### src/rtl/sram_controller.sv
// Memory-stage data-memory controller: each 32-bit access becomes two 16-bit async SRAM transfers.
// Optional macro SRAM_POSTED_WRITE_EN: writes complete in the background without freezing the pipeline.
module sram_controller #(
  parameter int ADDR_OFFSET = 1024,
  parameter int SRAM_ADDR_W = 18,
  parameter int WAIT_CYCLES = 2
) (
  input  logic                   clk,
  input  logic                   rst,
  input  logic                   readEnabled,
  input  logic                   writeEnabled,
  input  logic [31:0]            address,
  input  logic [31:0]            writeData,
  output logic [31:0]            readData,
  output logic                   ready,
  output logic [SRAM_ADDR_W-1:0] sramAddress,
  output logic [15:0]            sramDqOut,
  input  logic [15:0]            sramDqIn,
  output logic                   sramDqOe,
  output logic                   sramWeN,
  output logic                   sramOeN
);

  localparam int WORD_W = SRAM_ADDR_W - 1;
  localparam int CNT_W  = (WAIT_CYCLES > 1) ? $clog2(WAIT_CYCLES) : 1;
  localparam logic [CNT_W-1:0] CNT_LAST = CNT_W'(WAIT_CYCLES - 1);

`ifdef SRAM_POSTED_WRITE_EN
  localparam logic POSTED = 1'b1;
`else
  localparam logic POSTED = 1'b0;
`endif

  typedef enum logic [1:0] {IDLE = 2'd0, LOW = 2'd1, HIGH = 2'd2, DONE = 2'd3} state_t;

  state_t                 state_q, state_d;
  logic [CNT_W-1:0]       cnt_q, cnt_d;
  logic [WORD_W-1:0]      word_q, word_d;
  logic [31:0]            data_q, data_d;
  logic                   wr_q, wr_d;
  logic [31:0]            read_data_q, read_data_d;
  logic [SRAM_ADDR_W-1:0] sram_addr_q, sram_addr_d;
  logic [15:0]            dq_out_q, dq_out_d;
  logic                   dq_oe_q, dq_oe_d;
  logic                   we_n_q, we_n_d;
  logic                   oe_n_q, oe_n_d;
  logic                   req_s;
  logic [WORD_W-1:0]      req_word_s;

  // Out-of-range addresses simply wrap onto the SRAM word space.
  assign req_s      = readEnabled | writeEnabled;
  assign req_word_s = WORD_W'((address - 32'(ADDR_OFFSET)) >> 2);

  // Freeze request back to the pipeline; combinational so IDLE can stall in the request cycle.
  always_comb begin
    ready = 1'b0;
    if (rst) begin
      ready = 1'b1;
    end else begin
      case (state_q)
        IDLE:      ready = ~req_s | (POSTED & writeEnabled);
        LOW, HIGH: ready = (POSTED & wr_q) ? ~req_s : 1'b0;
        DONE:      ready = 1'b1;
        default:   ready = 1'b0;
      endcase
    end
  end

  // Next-state, latching and read capture, then SRAM pins decoded from the next state.
  always_comb begin
    state_d     = state_q;
    cnt_d       = cnt_q;
    word_d      = word_q;
    data_d      = data_q;
    wr_d        = wr_q;
    read_data_d = read_data_q;
    case (state_q)
      IDLE: begin
        if (req_s) begin
          word_d  = req_word_s;
          data_d  = writeData;
          wr_d    = writeEnabled;
          cnt_d   = {CNT_W{1'b0}};
          state_d = LOW;
        end else begin
          state_d = IDLE;
        end
      end
      LOW: begin
        if (cnt_q == CNT_LAST) begin
          cnt_d   = {CNT_W{1'b0}};
          state_d = HIGH;
          if (!wr_q) begin
            read_data_d[15:0] = sramDqIn;
          end else begin
            read_data_d = read_data_q;
          end
        end else begin
          cnt_d = cnt_q + CNT_W'(1);
        end
      end
      HIGH: begin
        if (cnt_q == CNT_LAST) begin
          cnt_d   = {CNT_W{1'b0}};
          state_d = (POSTED && wr_q) ? IDLE : DONE;
          if (!wr_q) begin
            read_data_d[31:16] = sramDqIn;
          end else begin
            read_data_d = read_data_q;
          end
        end else begin
          cnt_d = cnt_q + CNT_W'(1);
        end
      end
      DONE:    state_d = IDLE;
      default: state_d = IDLE;
    endcase

    sram_addr_d = sram_addr_q;
    dq_out_d    = dq_out_q;
    dq_oe_d     = 1'b0;
    we_n_d      = 1'b1;
    oe_n_d      = 1'b1;
    case (state_d)
      LOW, HIGH: begin
        sram_addr_d = {word_d, (state_d == HIGH)};
        if (wr_d) begin
          we_n_d   = 1'b0;
          dq_oe_d  = 1'b1;
          dq_out_d = (state_d == HIGH) ? data_d[31:16] : data_d[15:0];
        end else begin
          oe_n_d = 1'b0;
        end
      end
      default: begin
        sram_addr_d = sram_addr_q;
      end
    endcase
  end

  // State and registered SRAM pins; reset aborts any access in flight.
  always_ff @(posedge clk) begin
    if (rst) begin
      state_q     <= IDLE;
      cnt_q       <= {CNT_W{1'b0}};
      word_q      <= {WORD_W{1'b0}};
      data_q      <= 32'h0000_0000;
      wr_q        <= 1'b0;
      read_data_q <= 32'h0000_0000;
      sram_addr_q <= {SRAM_ADDR_W{1'b0}};
      dq_out_q    <= 16'h0000;
      dq_oe_q     <= 1'b0;
      we_n_q      <= 1'b1;
      oe_n_q      <= 1'b1;
    end else begin
      state_q     <= state_d;
      cnt_q       <= cnt_d;
      word_q      <= word_d;
      data_q      <= data_d;
      wr_q        <= wr_d;
      read_data_q <= read_data_d;
      sram_addr_q <= sram_addr_d;
      dq_out_q    <= dq_out_d;
      dq_oe_q     <= dq_oe_d;
      we_n_q      <= we_n_d;
      oe_n_q      <= oe_n_d;
    end
  end

  assign readData    = read_data_q;
  assign sramAddress = sram_addr_q;
  assign sramDqOut   = dq_out_q;
  assign sramDqOe    = dq_oe_q;
  assign sramWeN     = we_n_q;
  assign sramOeN     = oe_n_q;

endmodule

### config.mk
export PLATFORM = sky130hd
export DESIGN_NAME = sram_controller
export DESIGN_NICKNAME = d
export VERILOG_FILES = /design/src/rtl/sram_controller.sv
export SDC_FILE = /design/constraint.sdc
export NUM_CORES = 1
export LEC_CHECK = 0
export CAP_MARGIN = 20
export CORE_UTILIZATION = 30
export CTS_CLUSTER_SIZE = 8
export DETAILED_ROUTE_END_ITERATION = 6
export HOLD_SLACK_MARGIN = 0.03
export PLACE_DENSITY_LB_ADDON = 0.1
export SETUP_SLACK_MARGIN = 0.15
export SYNTH_ARGS = -nofsm -noshare
export SYNTH_HDL_FRONTEND = slang
export SYNTH_SLANG_ARGS = --single-unit
### constraint.sdc
create_clock -name clk -period 3.4 [get_ports clk]
set_input_delay 0.68 -clock clk [delete_from_list [all_inputs] [get_ports clk]]
set_output_delay 0.68 -clock clk [all_outputs]
set_load 0.05 [all_outputs]
Word level (Yosys, flattened, before mapping) --
Index checks and enable logic that the tools add are counted.
Word-level totals: bits in registers 122, input port bits 84, output and inout bits 70, word-level logic and storage cells 57
Operators by class: $add $sub $neg 2, eq/ne operators 6, mux-type cells 22, bitwise gates (word level) 6, reduce and logical (&&, ||, !) cells 9
Operator list (count):
- 32-bit 2-to-1 mux | 3
- 32-bit one-hot mux with 2 select lines | 1
- 16-bit 2-to-1 mux | 3
- 17-bit 2-to-1 mux | 2
- 19-bit by 11-bit subtractor with 19-bit output (second input constant) | 1
- 1-bit 2-to-1 mux | 8
- 2-bit one-hot mux with 4 select lines | 1
- 4-bit AND reduction | 2
- 2-bit equality test (second input constant) | 3
- 2-bit OR reduction | 3
- 1-bit NOT | 5
- 2-bit by 1-bit equality test with 1-bit output (second input constant) | 2
- 2-bit 2-to-1 mux | 2
- 2-bit AND reduction | 2
- 1-bit one-hot mux with 3 select lines | 1
- 2-bit logical NOT | 1
- 2-bit inequality test (second input constant) | 1
- 1-bit one-hot mux with 2 select lines | 1
- 2-bit nonzero test | 1
- 1-bit adder (second input constant) | 1
- 1-bit bitwise OR | 1

Longest topological paths before layout --
word-level depth 7, gate-level depth with buffers 12, depth with buffers taken out 8

Worst setup path before layout --
OpenSTA, ideal clock, no wires.
kind reg2reg, start register state_q[0], end register dq_out_q[10] (netlist: sramDqOut[10]), setup time 0.117 ns, arrival 2.852 ns, required time 3.283 ns, setup slack 0.432 ns, stages on the path, launching flop included 13, buffers on the path 5, clock period less this slack 2.968 ns, cell sequence dfxtp_1 > inv_1 > ha_1 > buf_6 > o21ai_1 > buf_2 > buf_2 > o31a_1 > ha_1 > clkbuf_1 > buf_1 > mux4_2 > a22o_1
On the way: longest elaborated chain between the ends 5, elaborated cells on any way between the ends 14, those cells by class eq/ne (5); mux (6); reduce/logical (3)
Ends and longest elaborated chain:
- start, declared | line 36 | state_t state_q, state_d;
- start signal, assigned | line 156 | state_q <= state_d;
- 2-bit equality test (tied with other cells) | line 77 | case (state_q)
- 2-bit one-hot mux with 4 select lines | line 77
- 2-bit equality test / 2-bit by 1-bit equality test with 1-bit output (equally long branches) | line 124, 130
- 2-bit OR reduction | line 124 | case (state_d)
- 2-bit AND reduction (no line)
- end signal, assigned | line 163 | dq_out_q <= dq_out_d;
- end, declared | line 43 | logic [15:0] dq_out_q, dq_out_d;
Several ways; a longest one is shown, not always the timed one. A chain may end at the register's enable or synchronous reset.

Worst setup path after layout --
start register state_q[0], end output ready
On the way: longest elaborated chain between the ends 4, elaborated cells on any way between the ends 7, those cells by class eq/ne (3); mux (2); reduce/logical (2)
Ends and longest elaborated chain:
- 2-bit by 1-bit equality test with 1-bit output / 2-bit equality test (equally long branches) | line 60 | case (state_q)
- 2-bit OR reduction (no line)
- 1-bit one-hot mux with 3 select lines * | line 60
- 1-bit 2-to-1 mux * | line 57 | if (rst) begin
- end, declared | line 15 | output logic ready,
Mark *: on every way between the ends. The rest lies on a longest branch, timed or not.

==> impl_metrics.py <==
metrics = {
    "pwr": {
        "p_sw_share_pct": 25.73,
        "powerDensity_nw_per_um2": 571.6,
        "max-vdd-ir-drop_mv": 0.3462,
        "p_total_mw": 4.080,
        "sequentialPowerShare_pct": 38.4,
        "leakagePower_nw": 2.599,
        "p_switching_mw": 1.050,
        "clkPwrFrac_pct": 45.3,
        "p_int_mw": 3.030,
        "p_comb_share_pct": 16.3,
    },
    "synth": {
        "synth_adder_area_share_pct": 2.025,
        "synth_seq_cells": 122,
        "yosysWarnings": 0,
        "synthCells": 534,
        "syn_area_um2": 4942,
        "synth-compound-area-share_pct": 14.78,
        "synth.area.top_cells": "dfxtp_1 49%, nand2_1 8.1%, mux4_2 7.3%",
        "avgSynthCellArea_um2": 9.255,
        "synth_top_area_cell": "dfxtp_1",
        "synthMuxAreaShare_pct": 9.316,
        "synth-xor-area-share_pct": 0.8861,
        "syn_nets": 626,
        "netlist.area_leader.share_pct": 49.42,
        "ys_seq_area_share_pct": 49.42,
        "synthSimpleGateAreaFrac_pct": 18.91,
        "synthDistinctLibCells": 39,
        "synth_top_family_by_area": "simple AND/OR/NAND/NOR gates",
    },
    "sta": {
        "finalHoldViolCount": 0,
        "fin_crit_ns": 2.665,
        "grt_setup_unrepaired": "false",
        "max_freq_ghz": 0.3752,
        "timing.hold.ws_ns": 0.4495,
        "fin_crit_sh_pct": 78.39,
        "report.final.setup_viol": 0,
        "report.final.slew_viol_count": 0,
        "skew_ns": 0.005696,
        "setup_slack_ns": 0.7348,
        "setup_tns_ns": 0,
        "worst_pin_slew_ns": 0.6814,
        "slew_headroom_pct": 54.33,
    },
    "critical_path": {
        "cp.arrival_ns": 1.99,
        "path_max_fanout": 11,
        "required_ns": 2.72,
        "startpoint_type": "register",
        "worstSetupPathType": "register to output port",
        "end_kind": "output port",
    },
    "global_route": {
        "grt_max_degree": 49,
        "grt_pass1_wl_mm": 20.59,
        "grt_pass1_vias": 4166,
        "track_usage_pct": 15.95,
        "antenna_found_initial": 0,
        "grt-ovfl-total": 0,
    },
    "status": {
        "outcome": "finished clean",
    },
    "routing": {
        "drt_iter0_drc": 229,
        "vias": 4258,
        "drt_first_pass_iters": 4,
        "wl_per_cell_um": 14.59,
        "antenna_left": 0,
        "post-route-drc-count": 0,
        "drt-total-wl_mm": 13.05,
        "avgViaCountPerCell": 4.763,
    },
    "placement": {
        "port_buffers": 138,
        "dpl.hpwl_mm": 8.871,
        "gp_congestion": 0.7419,
        "place_area_um2": 6518,
        "pre_cts_slack_ns": 0.5992,
    },
    "hold_path": {
        "min_path_type": "register to register",
    },
    "clock_tree": {
        "cts_max_path_buffers": 2,
        "hold_buffers": 0,
        "clock-sinks": 122,
        "cts-root-buf": "clkbuf_16",
        "cts_tree": "done",
        "cts_resized": 0,
        "htree_levels": 4,
        "postCtsSetupBuffers": 0,
        "cts_buffers": 17,
        "clkSlewWorstSetupHoldPaths_ns": 0.05,
        "clock_latency_ns": 0.41,
    },
    "die": {
        "dieArea_um2": 16990,
        "initial_core_util_pct": 30.89,
        "core_um2": 16000,
        "row_count": 46,
        "io_pins": 154,
        "die_h_um": 130.4,
        "die_w_um": 130.4,
    },
    "final_layout": {
        "final_net_count": 757,
        "drive_gt1_share_pct": 10.62,
        "fin_area_um2": 7137,
        "diodes": 0,
        "area_growth_syn_to_layout_pct": 44.40,
    },
    "flow_run": {
        "max_cap_violations": 0,
    },
}
[kinds of logic after synthesis]
logic type                 count (synthesis)
DFF                                      122
buffers and inverters                     51
xor gates and xnor gates                   5
muxes                                     26
AOI/OAI and AO/OA                        119
and+or+nand+nor                          203
adders and majority gates                  8
[cell usage after synthesis]
master,n
dfxtp_1,122
nand2_1,107
a21oi_1,69
nor2_1,39
clkbuf_1,25
nand3_1,20
a22o_1,16
mux4_2,16
nand3b_1,16
a211oi_1,10
mux2i_1,10
inv_1,9
ha_1,8
nor3_1,7
buf_1,6
buf_2,6
o21ai_0,5
a31oi_1,4
buf_6,4
o22ai_1,4
and2_1,3
o21a_1,3
xnor2_1,3
a211oi_2,2
nor2b_1,2
nor3_2,2
nor4_4,2
o31a_1,2
xor2_1,2
a22oi_1,1
clkbuf_2,1
nand2b_1,1
nor3b_1,1
nor4_1,1
o21ai_1,1
o21ba_2,1
o21bai_1,1
or3_1,1
or4_4,1
[worst paths after layout]
path	slack (ns)	startpoint	endpoint	depth (start not counted)
worst max-delay path	0.73	state_q[0]	ready	5
worst min-delay path	0.45	data_q[30]	data_q[30]	2
worst max register to register	0.93	state_q[0]	sramAddress[4]	9
worst min register to register	0.45	data_q[30]	data_q[30]	2
[registers in the layout, indices dropped and copies added (netlist names)]
register and count:
sramOeN 1, sramAddress 18, sramDqOut 16, wr_q 1
state_q 2, data_q 32, cnt_q 1, sramWeN 1
readData 32, word_q 17, sramDqOe 1
[routing by layer]
layer  share of wire [%]  track usage (%)  vias up
met5                   0                0        -
met4                 1.1            6.491        0
met3                 5.9            5.002       11
met2                  49            26.88       95
met1                  44            18.82     2040
li1                    -                -     2112
[critical path: stages, from the launching register on]
cell and delay [ns]:
dfxtp_1 0.36, inv_1 0.12, ha_1 0.38, o21a_2 0.39, o21bai_1 0.13, buf_4 0.20
[cell type report]
class                      count  area, µm²
fill                        1596       8864
sequential                   122       2442
multi-input combinational    361       2282
timing repair buffer         154       1500
clock buffer                  25      495.5
tap                          216      270.3
clock inverter                 7      112.6
inverter                       9      33.78
[power groups by stage]
| stage | Sequential, mW | Clock (mW) | Combinational (mW) |
|---|---|---|---|
| global placement | 1.59 | 0 | 0.663 |
| global route | 1.58 | 1.96 | 0.719 |
| detailed placement | 1.60 | 0 | 0.672 |
| CTS | 1.57 | 1.89 | 0.674 |
| finish | 1.57 | 1.85 | 0.666 |
| floorplan | 1.74 | 0 | 0.281 |
[stage by stage]
| stage | cells | utilization, % |
|---|---|---|
| 3_5_place_dp | 861 | 40.73 |
| 5_1_grt | 894 | 44.60 |
| 2_1_floorplan | 534 | - |
| 3_3_place_gp | 861 | 40.73 |
| 4_1_cts | 893 | 44.53 |
| 6_report | 894 | 44.60 |
[cell usage in the layout, fill, tap and decap left out, types with 5 or more instances in the layout]
cell type	n
a211oi_1	10
a21oi_1	69
a22o_1	16
buf_4	17
clkbuf_16	17
clkdlybuf4s50_1	136
dfxtp_1	122
ha_1	8
inv_1	9
mux2i_1	10
mux4_2	16
nand2_1	107
nand3_1	20
nand3b_1	16
nor2_1	39
nor3_1	7
o21ai_0	5
No activity file was read; power rests on OpenSTA's default activity.
